`config.mk`:
```
export PLATFORM = sky130hd
export DESIGN_NAME = interlaken_latency_meter
export DESIGN_NICKNAME = d
export VERILOG_FILES = /design/src/rtl/interlaken_lat_pkg.sv /design/src/rtl/interlaken_lat_edge_sync.sv /design/src/rtl/interlaken_latency_meter.sv
export SDC_FILE = /design/constraint.sdc
export NUM_CORES = 1
export LEC_CHECK = 0
export ABC_AREA = 1
export CAP_MARGIN = 20
export CORE_MARGIN = 2
export CORE_UTILIZATION = 50
export DETAILED_ROUTE_END_ITERATION = 8
export PLACE_DENSITY = 0.75
export SKIP_CTS_REPAIR_TIMING = 1
export SLEW_MARGIN = 0
export SYNTH_ARGS = -nofsm -noshare
export SYNTH_HDL_FRONTEND = slang
export SYNTH_SLANG_ARGS = --single-unit
```
`constraint.sdc`:
```
create_clock -name init_clk -period 1.8 [get_ports init_clk]
set_input_delay 0.36 -clock init_clk [delete_from_list [all_inputs] [get_ports init_clk]]
set_output_delay 0.36 -clock init_clk [all_outputs]
set_load 0.02 [all_outputs]
```
`src/rtl/interlaken_lat_pkg.sv`:
```
// Shared types and constants for the Interlaken round-trip latency meter.
package interlaken_lat_pkg;

   typedef enum logic [1:0] {
      ST_IDLE    = 2'd0,
      ST_MEASURE = 2'd1,
      ST_UPDATE  = 2'd2
   } lat_state_e;

   localparam int HIST_BINS = 8;
   localparam int HIST_W    = 16;

endpackage

```
`src/rtl/interlaken_lat_edge_sync.sv`:
```
// Two-flop synchronizer followed by a registered rising-edge detect.
// Raw edge to rise_o pulse is three clocks.
module interlaken_lat_edge_sync (
   input  logic clk_i,
   input  logic rst_n_i,
   input  logic lvl_i,
   output logic rise_o
);

   logic s1_q;
   logic s2_q;
   logic s3_q;
   logic rise_q;

   // Synchronizer chain and one-cycle rise pulse
   always_ff @(posedge clk_i or negedge rst_n_i) begin
      if (!rst_n_i) begin
         s1_q   <= 1'b0;
         s2_q   <= 1'b0;
         s3_q   <= 1'b0;
         rise_q <= 1'b0;
      end else begin
         s1_q   <= lvl_i;
         s2_q   <= s1_q;
         s3_q   <= s2_q;
         rise_q <= s2_q & ~s3_q;
      end
   end

   assign rise_o = rise_q;

endmodule

```
`src/rtl/interlaken_latency_meter.sv`:
```
// Start/stop latency meter with last/min/max/count statistics and sticky timeout.
// Optional 8-bin latency histogram enabled by defining INTERLAKEN_LAT_HIST_EN.
module interlaken_latency_meter
   import interlaken_lat_pkg::*;
#(
   parameter int CNT_W       = 20,
   parameter int TIMEOUT_CYC = 1000000,
   parameter int SAMPLES_W   = 16,
   parameter int BIN_SHIFT   = 4
) (
   input  logic                 init_clk,
   input  logic                 sys_reset_n,
   input  logic                 clear,
   input  logic                 start_lvl,
   input  logic                 stop_lvl,
   output logic                 busy,
   output logic                 meas_valid,
   output logic [CNT_W-1:0]     last_lat,
   output logic [CNT_W-1:0]     min_lat,
   output logic [CNT_W-1:0]     max_lat,
   output logic [SAMPLES_W-1:0] sample_cnt,
`ifdef INTERLAKEN_LAT_HIST_EN
   input  logic [2:0]           hist_sel,
   output logic [HIST_W-1:0]    hist_cnt,
`endif
   output logic                 timed_out
);

   localparam logic [CNT_W-1:0] CNT_LAST = CNT_W'(TIMEOUT_CYC - 1);

   if ((64'(TIMEOUT_CYC) >= (64'(1) << CNT_W)) || (BIN_SHIFT >= CNT_W) || (CNT_W < 3)) begin : g_bad_cfg
      $error("interlaken_latency_meter: inconsistent CNT_W/TIMEOUT_CYC/BIN_SHIFT");
   end

   logic start_rise_s;
   logic stop_rise_s;

   lat_state_e           state_q;
   logic [CNT_W-1:0]     cnt_q;
   logic [CNT_W-1:0]     last_lat_q;
   logic [CNT_W-1:0]     min_lat_q;
   logic [CNT_W-1:0]     max_lat_q;
   logic [SAMPLES_W-1:0] sample_cnt_q;
   logic                 busy_q;
   logic                 meas_valid_q;
   logic                 timed_out_q;

   interlaken_lat_edge_sync u_start_sync (
      .clk_i   (init_clk),
      .rst_n_i (sys_reset_n),
      .lvl_i   (start_lvl),
      .rise_o  (start_rise_s)
   );

   interlaken_lat_edge_sync u_stop_sync (
      .clk_i   (init_clk),
      .rst_n_i (sys_reset_n),
      .lvl_i   (stop_lvl),
      .rise_o  (stop_rise_s)
   );

   // Measurement FSM; stop beats timeout in MEASURE, start beats stop in IDLE
   always_ff @(posedge init_clk or negedge sys_reset_n) begin
      if (!sys_reset_n) begin
         state_q      <= ST_IDLE;
         cnt_q        <= '0;
         last_lat_q   <= '0;
         min_lat_q    <= '1;
         max_lat_q    <= '0;
         sample_cnt_q <= '0;
         busy_q       <= 1'b0;
         meas_valid_q <= 1'b0;
         timed_out_q  <= 1'b0;
      end else if (clear) begin
         state_q      <= ST_IDLE;
         cnt_q        <= '0;
         last_lat_q   <= '0;
         min_lat_q    <= '1;
         max_lat_q    <= '0;
         sample_cnt_q <= '0;
         busy_q       <= 1'b0;
         meas_valid_q <= 1'b0;
         timed_out_q  <= 1'b0;
      end else begin
         meas_valid_q <= 1'b0;
         case (state_q)
            ST_IDLE: begin
               if (start_rise_s) begin
                  cnt_q   <= '0;
                  busy_q  <= 1'b1;
                  state_q <= ST_MEASURE;
               end else begin
                  busy_q  <= 1'b0;
               end
            end
            ST_MEASURE: begin
               if (stop_rise_s) begin
                  last_lat_q   <= cnt_q + CNT_W'(1);
                  meas_valid_q <= 1'b1;
                  busy_q       <= 1'b0;
                  state_q      <= ST_UPDATE;
               end else if (cnt_q == CNT_LAST) begin
                  timed_out_q  <= 1'b1;
                  busy_q       <= 1'b0;
                  state_q      <= ST_IDLE;
               end else begin
                  cnt_q        <= cnt_q + CNT_W'(1);
               end
            end
            ST_UPDATE: begin
               if (last_lat_q < min_lat_q) begin
                  min_lat_q <= last_lat_q;
               end
               if (last_lat_q > max_lat_q) begin
                  max_lat_q <= last_lat_q;
               end
               if (sample_cnt_q != {SAMPLES_W{1'b1}}) begin
                  sample_cnt_q <= sample_cnt_q + SAMPLES_W'(1);
               end
               state_q <= ST_IDLE;
            end
            default: begin
               busy_q  <= 1'b0;
               state_q <= ST_IDLE;
            end
         endcase
      end
   end

   assign busy       = busy_q;
   assign meas_valid = meas_valid_q;
   assign last_lat   = last_lat_q;
   assign min_lat    = min_lat_q;
   assign max_lat    = max_lat_q;
   assign sample_cnt = sample_cnt_q;
   assign timed_out  = timed_out_q;

`ifdef INTERLAKEN_LAT_HIST_EN
   logic [HIST_W-1:0] bins_q [HIST_BINS];
   logic [HIST_W-1:0] hist_cnt_q;
   logic [CNT_W-1:0]  lat_bin_s;
   logic [2:0]        bin_idx_s;

   assign lat_bin_s = last_lat_q >> BIN_SHIFT;
   assign bin_idx_s = (lat_bin_s > CNT_W'(7)) ? 3'd7 : lat_bin_s[2:0];

   // Saturating bin counters, bumped in UPDATE alongside min/max
   always_ff @(posedge init_clk or negedge sys_reset_n) begin
      if (!sys_reset_n) begin
         for (int i = 0; i < HIST_BINS; i++) begin
            bins_q[i] <= '0;
         end
         hist_cnt_q <= '0;
      end else if (clear) begin
         for (int i = 0; i < HIST_BINS; i++) begin
            bins_q[i] <= '0;
         end
         hist_cnt_q <= '0;
      end else begin
         if ((state_q == ST_UPDATE) && (bins_q[bin_idx_s] != {HIST_W{1'b1}})) begin
            bins_q[bin_idx_s] <= bins_q[bin_idx_s] + HIST_W'(1);
         end
         hist_cnt_q <= bins_q[hist_sel];
      end
   end

   assign hist_cnt = hist_cnt_q;
`endif

endmodule

```
==> flow_metrics.tcl, run 1 <==
set metrics [dict create \
    outcome "finished, violations left" \
    failed_checks "setup timing" \
    die_h_um 117 \
    synthCells 819 \
    power_mw 5.35 \
    tns_ns -10.50 \
    synthToLayoutAreaGrowth_pct 41.7 \
    clock_latency_ns 0.36 \
    cts_root_buf "clkbuf_16" \
    cp_max_fo 5 \
    die_w_um 117 \
    via_count 6144 \
    powerDensity_mw_per_mm2 593 \
    met1_usage_pct 35.0 \
    max_slew_margin_pct 72.0 \
    drc_errors 0 \
    min-delay-path-class "reg2reg" \
    clk_path_buf_depth 2 \
    yosysUniqueCellTypes 39 \
    first_iter_violations 433 \
    cp-start-kind "flop" \
    hpwlAfterDp_mm 12.4 \
    leakagePower_nw 5.16 \
    multi_input_area_mm2 0.00345 \
    stdcell_area_mm2 0.00901 \
    n_antenna_cell 0 \
    vdd_ir_drop_max_mv 0.543 \
    grt_use_met3_pct 4.02 \
    grt-ovfl-total 0 \
    hold_violations 0 \
    drv_cap 0 \
    cp.required_ns 2.04 \
    num_rows 41 \
    post_synth.cell_area_avg_um2 7.77 \
    fin_skew_ns 0.00988 \
    grt_usage_pct 24.8 \
    fin_crit_sh_pct 119 \
    seq_area_frac_synth_pct 43.3 \
    grt_pass1_vias 5478 \
    grt_pass1_wl_mm 26.3 \
    yosysTopAreaCell "dfrtp_1" \
    critical_path_class "reg2reg" \
    holdWs_ns 0.352 \
    htree_levels 3 \
    die_area_mm2 0.0136 \
    synth_area_leaders "dfrtp_1 35%, nand2_1 15%, dfstp_2 8.3%" \
    gp_congestion 0.928 \
    yosysTopAreaCellShare_pct 35.0 \
    post_route_cells_drive_above_1_share_pct 24.9 \
    numPortBuffers 83 \
    fillers 898 \
    ios 84 \
    start_util_pct 50.8 \
    design.core.area_mm2 0.0125 \
    dp_slack_ns -0.179 \
    tightest_slew_ns 0.416 \
    place_area_mm2 0.00801 \
    seq_area_mm2 0.00276 \
    drtAntennaViolNets 0 \
    busiest_layer "met2" \
    final_max_slew_viol_count 0 \
    gr-usage-met2_pct 39.4 \
    end_kind "flop" \
    wirelength_mm 18.8 \
    num-nets-final 1029 \
    synth_area_mm2 0.00636 \
    setup_ws_ns -0.340 \
    grt_max_degree 35 \
    antenna_found_initial 0 \
    wl_per_cell_um 16.2 \
    numClockSinks 109 \
    cp.arrival_ns 2.38 \
    setup_violations 40 \
    ys_seq_elements 109 \
    yosys_warnings 0 \
    via_per_inst 5.30 \
    cts_tree "built" \
    finalCriticalPeriod_ns 2.14 \
    drt_pre_antenna_iters 6 \
    cts_made_buffers 9 \
    clk_pin_slew_ns 0.07 \
    fmax_mhz 467 \
    syn-num-nets 865 \
    rsz0062_at_grt "true" \
]
-- per-stage QoR --
stage | utilization (%) | std cells
2_1_floorplan | - | 819
3_3_place_gp | 64.0 | 1138
3_5_place_dp | 64.0 | 1138
4_1_cts | 66.3 | 1154
5_1_grt | 72.0 | 1160
6_report | 72.0 | 1160
-- critical path: stages (launching register included) --
cell and delay (ns):
dfrtp_1 0.45, ha_1 0.31, nand2_1 0.09, nor2_1 0.22
nand2_2 0.15, nor2_4 0.17, nand2_2 0.09, nand3_4 0.14
nand2_8 0.09, clkbuf_16 0.18, nand3_2 0.05, nand2_1 0.07
-- sequential cells by signal, indices dropped and copies added (netlist names) --
register             cells
busy                     1
cnt_q                   20
last_lat                20
max_lat                 20
meas_valid               1
min_lat                 20
sample_cnt              16
state_q                  2
timed_out                1
u_start_sync.rise_o      1
u_start_sync.s1_q        1
u_start_sync.s2_q        1
u_start_sync.s3_q        1
u_stop_sync.rise_o       1
u_stop_sync.s1_q         1
u_stop_sync.s2_q         1
u_stop_sync.s3_q         1
-- cell type report --
class	instances	share of cell area, %
Multi-Input combinational cell	570	38.3
Sequential cell	109	30.6
Timing Repair Buffer	182	20.9
Inverter	111	4.68
Clock buffer	11	2.58
Tap cell	172	2.39
Clock inverter	5	0.583
-- synthesized netlist by cell type, drive strengths merged --
master     n
a21o       2
a21oi     14
a31o       1
buf       24
clkbuf     5
dfrtp     89
dfstp     20
ha        41
inv      111
nand2    254
nand3     86
nand3b     1
nand4     27
nor2      52
nor3      12
nor3b      1
o211ai     1
o21ai     44
o21bai     3
o22ai     10
o2bb2ai    1
or2        6
xnor2      1
xor2      13
-- report_power, final --
group,switching (mW),leakage (nW),internal (mW)
registers,0.0451,1.43,2.55
clock network,0.919,0.139,1.07
logic,0.439,3.60,0.321
-- cells in the final DEF (no fill, tap or decap), drive strengths merged --
cell type,n
a21o,2
a21oi,14
a31o,1
buf,97
bufinv,1
clkbuf,13
clkdlybuf4s50,22
clkinv,3
clkinvlp,1
dfrtp,89
dfstp,20
dlygate4sd3,1
dlymetal6s2s,60
ha,41
inv,111
nand2,254
nand3,86
nand3b,1
nand4,27
nor2,52
nor3,12
nor3b,1
o211ai,1
o21ai,44
o21bai,3
o22ai,10
o2bb2ai,1
or2,6
xnor2,1
xor2,13
-- layer usage --
| layer | vias up | wire [um] |
|---|---|---|
| met1 | 2911 | 8090 |
| met5 | - | 0 |
| met4 | 0 | 697 |
| met2 | 206 | 9120 |
| li1 | 2981 | - |
| met3 | 46 | 894 |
-- path summary, 6_finish.rpt --
check,endpoint,startpoint,cells past startpoint,slack (ns)
max,max_lat[17],last_lat[14],11,-0.34
min,u_stop_sync.s2_q,u_stop_sync.s1_q,0,0.35
max reg2reg,max_lat[17],last_lat[14],11,-0.34
min reg2reg,u_stop_sync.s2_q,u_stop_sync.s1_q,0,0.35
max in group asynchronous,min_lat[5],sys_reset_n,3,0.76
min in group asynchronous,sample_cnt[5],sys_reset_n,2,0.45
-- cell families after synthesis --
family                     share of synthesized area [%]
AOI/OAI and AO/OA                                   6.76
xor gates and xnor gates                            1.93
adders and majority gates                           8.06
buffers and inverters                               9.20
DFF                                                 43.3
and+or+nand+nor                                     30.8
(Power assumes the default switching activity.)
==> inputs of run 2 (changes only) <==
--- a/config.mk
+++ b/config.mk
@@ -10,6 +10,7 @@
 export CORE_MARGIN = 2
 export CORE_UTILIZATION = 50
 export DETAILED_ROUTE_END_ITERATION = 8
+export GPL_TIMING_DRIVEN = 0
 export PLACE_DENSITY = 0.75
 export SKIP_CTS_REPAIR_TIMING = 1
 export SLEW_MARGIN = 0
==> run 2 against run 1 <==
The flow still finishes with violations (setup timing). Final cell count shrank 3.7%. Critical path depth increased by 1. Sequential power about the same. Non-clock buffer count is 43 lower. Design area decreased by 2.6%. Setup slack worse by 0.075 ns. Clock power increased by 7%. Power grew 1.6%. Global-route usage is 0.42 points higher. Core utilization down 1.8 points. Sequential cell count is the same. First-iteration DRC count up 33%. Largest power group unchanged. Highest routed layer unchanged.
==> flow_metrics.tcl, run 2 (synthesis gave the netlist of run 1 again) <==
set metrics [dict create \
    outcome "finished, violations left" \
    failed_checks "setup timing" \
    drc_errors 0 \
    gp_congestion 0.964 \
    cp.arrival_ns 2.52 \
    drv_cap 0 \
    max_slew_margin_pct 51.1 \
    wl_per_cell_um 17.8 \
    cp.required_ns 2.10 \
    finalCriticalPeriod_ns 2.21 \
    clock_latency_ns 0.36 \
    hold_violations 0 \
    hpwlAfterDp_mm 12.1 \
    min-delay-path-class "reg2reg" \
    post_route_cells_drive_above_1_share_pct 25.7 \
    num-nets-final 986 \
    grt_pass1_wl_mm 26.4 \
    antenna_found_initial 0 \
    wirelength_mm 19.9 \
    drt_pre_antenna_iters 7 \
    clk_path_buf_depth 2 \
    dp.cells 1074 \
    leakagePower_nw 4.69 \
    grt_usage_pct 25.2 \
    final_cells 1117 \
    reg2reg_depth 12 \
    grt-ovfl-total 0 \
    die_area_mm2 0.0136 \
    setup_ws_ns -0.415 \
    final_max_slew_viol_count 0 \
    synthToLayoutAreaGrowth_pct 38.0 \
    drtAntennaViolNets 0 \
    num_rows 41 \
    grt_pass1_vias 5195 \
    via_count 6217 \
    fmax_mhz 451 \
    cp_max_fo 5 \
    cts_root_buf "clkbuf_16" \
    design.core.area_mm2 0.0125 \
    first_iter_violations 578 \
    dp_slack_ns -0.246 \
    htree_levels 3 \
    reg2reg_from "min_lat[19]" \
    final_cell_mix "203 x nand2_1, 105 x inv_1, 73 x dfrtp_1" \
    final_common_cell "nand2_1" \
    rr_endpoint "min_lat[5]" \
    startpoint "min_lat[19]" \
    start_util_pct 50.8 \
    fin_skew_ns 0.00946 \
    setup_violations 40 \
    powerDensity_mw_per_mm2 618 \
    cts_made_buffers 9 \
    cts_tree "built" \
    ios 84 \
    tightest_slew_ns 0.734 \
    vdd_ir_drop_max_mv 0.461 \
    rsz0062_at_grt "true" \
    r2r_setup_slack_ns -0.41 \
    fin_crit_sh_pct 123 \
    numPortBuffers 82 \
    grt_max_degree 74 \
    n_antenna_cell 0 \
    die_h_um 117 \
    via_per_inst 5.57 \
    numClockSinks 109 \
    endpoint "min_lat[5]" \
    critical_path_class "reg2reg" \
    die_w_um 117 \
    clk_pin_slew_ns 0.08 \
    cp-start-kind "flop" \
    end_kind "flop" \
]
[run 2: cell count changes in the layout (fill, tap and decap cells not counted), moves of 12 or more]
cell	before	now
buf_4	81	26
dfrtp_1	85	73
dfrtp_2	4	16
nand2_1	222	203
nand2_2	27	45
[run 2: how the worst min path moves through the flow]
stage	from	endpoint	slack [ns]	cells after the start
finish	u_start_sync.s1_q	u_start_sync.s2_q	0.36	0
global placement	u_start_sync.s1_q	u_start_sync.s2_q	0.34	0
detailed placement	u_stop_sync.s1_q	u_stop_sync.s2_q	0.34	0
floorplan	sys_reset_n	busy	0.06	0
global route	u_stop_sync.s1_q	u_stop_sync.s2_q	0.37	0
CTS	sys_reset_n	sample_cnt[5]	-0.02	1
[run 2: report_power, final]
part           switching (mW)  total (mW)  internal (mW)
combinational           0.434       0.699          0.265
sequential             0.0664        2.62           2.55
clock                   0.991        2.12           1.13
[run 2: area by class of cell]
type	count	area (um^2)
fill	913	3730
multi-input combinational	570	3640
sequential	109	2770
timing repair buffer	110	1190
inverter	111	419
clock buffer	10	239
buffer	29	229
tap	172	215
clock inverter	6	70.1
[run 2: stage by stage]
stage	TNS [ns]	utilization [%]	hold WS (ns)	area [um^2]	power, mW
floorplan	0	-	0.0644	6360	2.96
global placement	-392.95	59.1	0.336	7400	3.21
detailed placement	-8.92	59.3	0.343	7420	3.23
CTS	-12.47	61.8	-0.0194	7730	5.29
global route	-11.55	70.2	0.367	8780	5.61
finish	-10.96	70.2	0.357	8780	5.43
[run 2: routing by layer]
layer	track usage (%)	part of all wire [%]
met1	35.3	42
met3	2.94	5.3
met5	0	0
met4	8.78	4.8
met2	41.0	48
[run 2: worst max-delay path, stage by stage, from the launching register on]
cell and delay [ns]:
dfstp_2 0.57, inv_1 0.06, ha_1 0.30, nand2_1 0.10
nand2_1 0.06, nor2_1 0.16, nand2_1 0.11, a21oi_2 0.22
nand3_4 0.13, nand2_4 0.14, buf_6 0.16, nand2_2 0.06
nand2_1 0.07
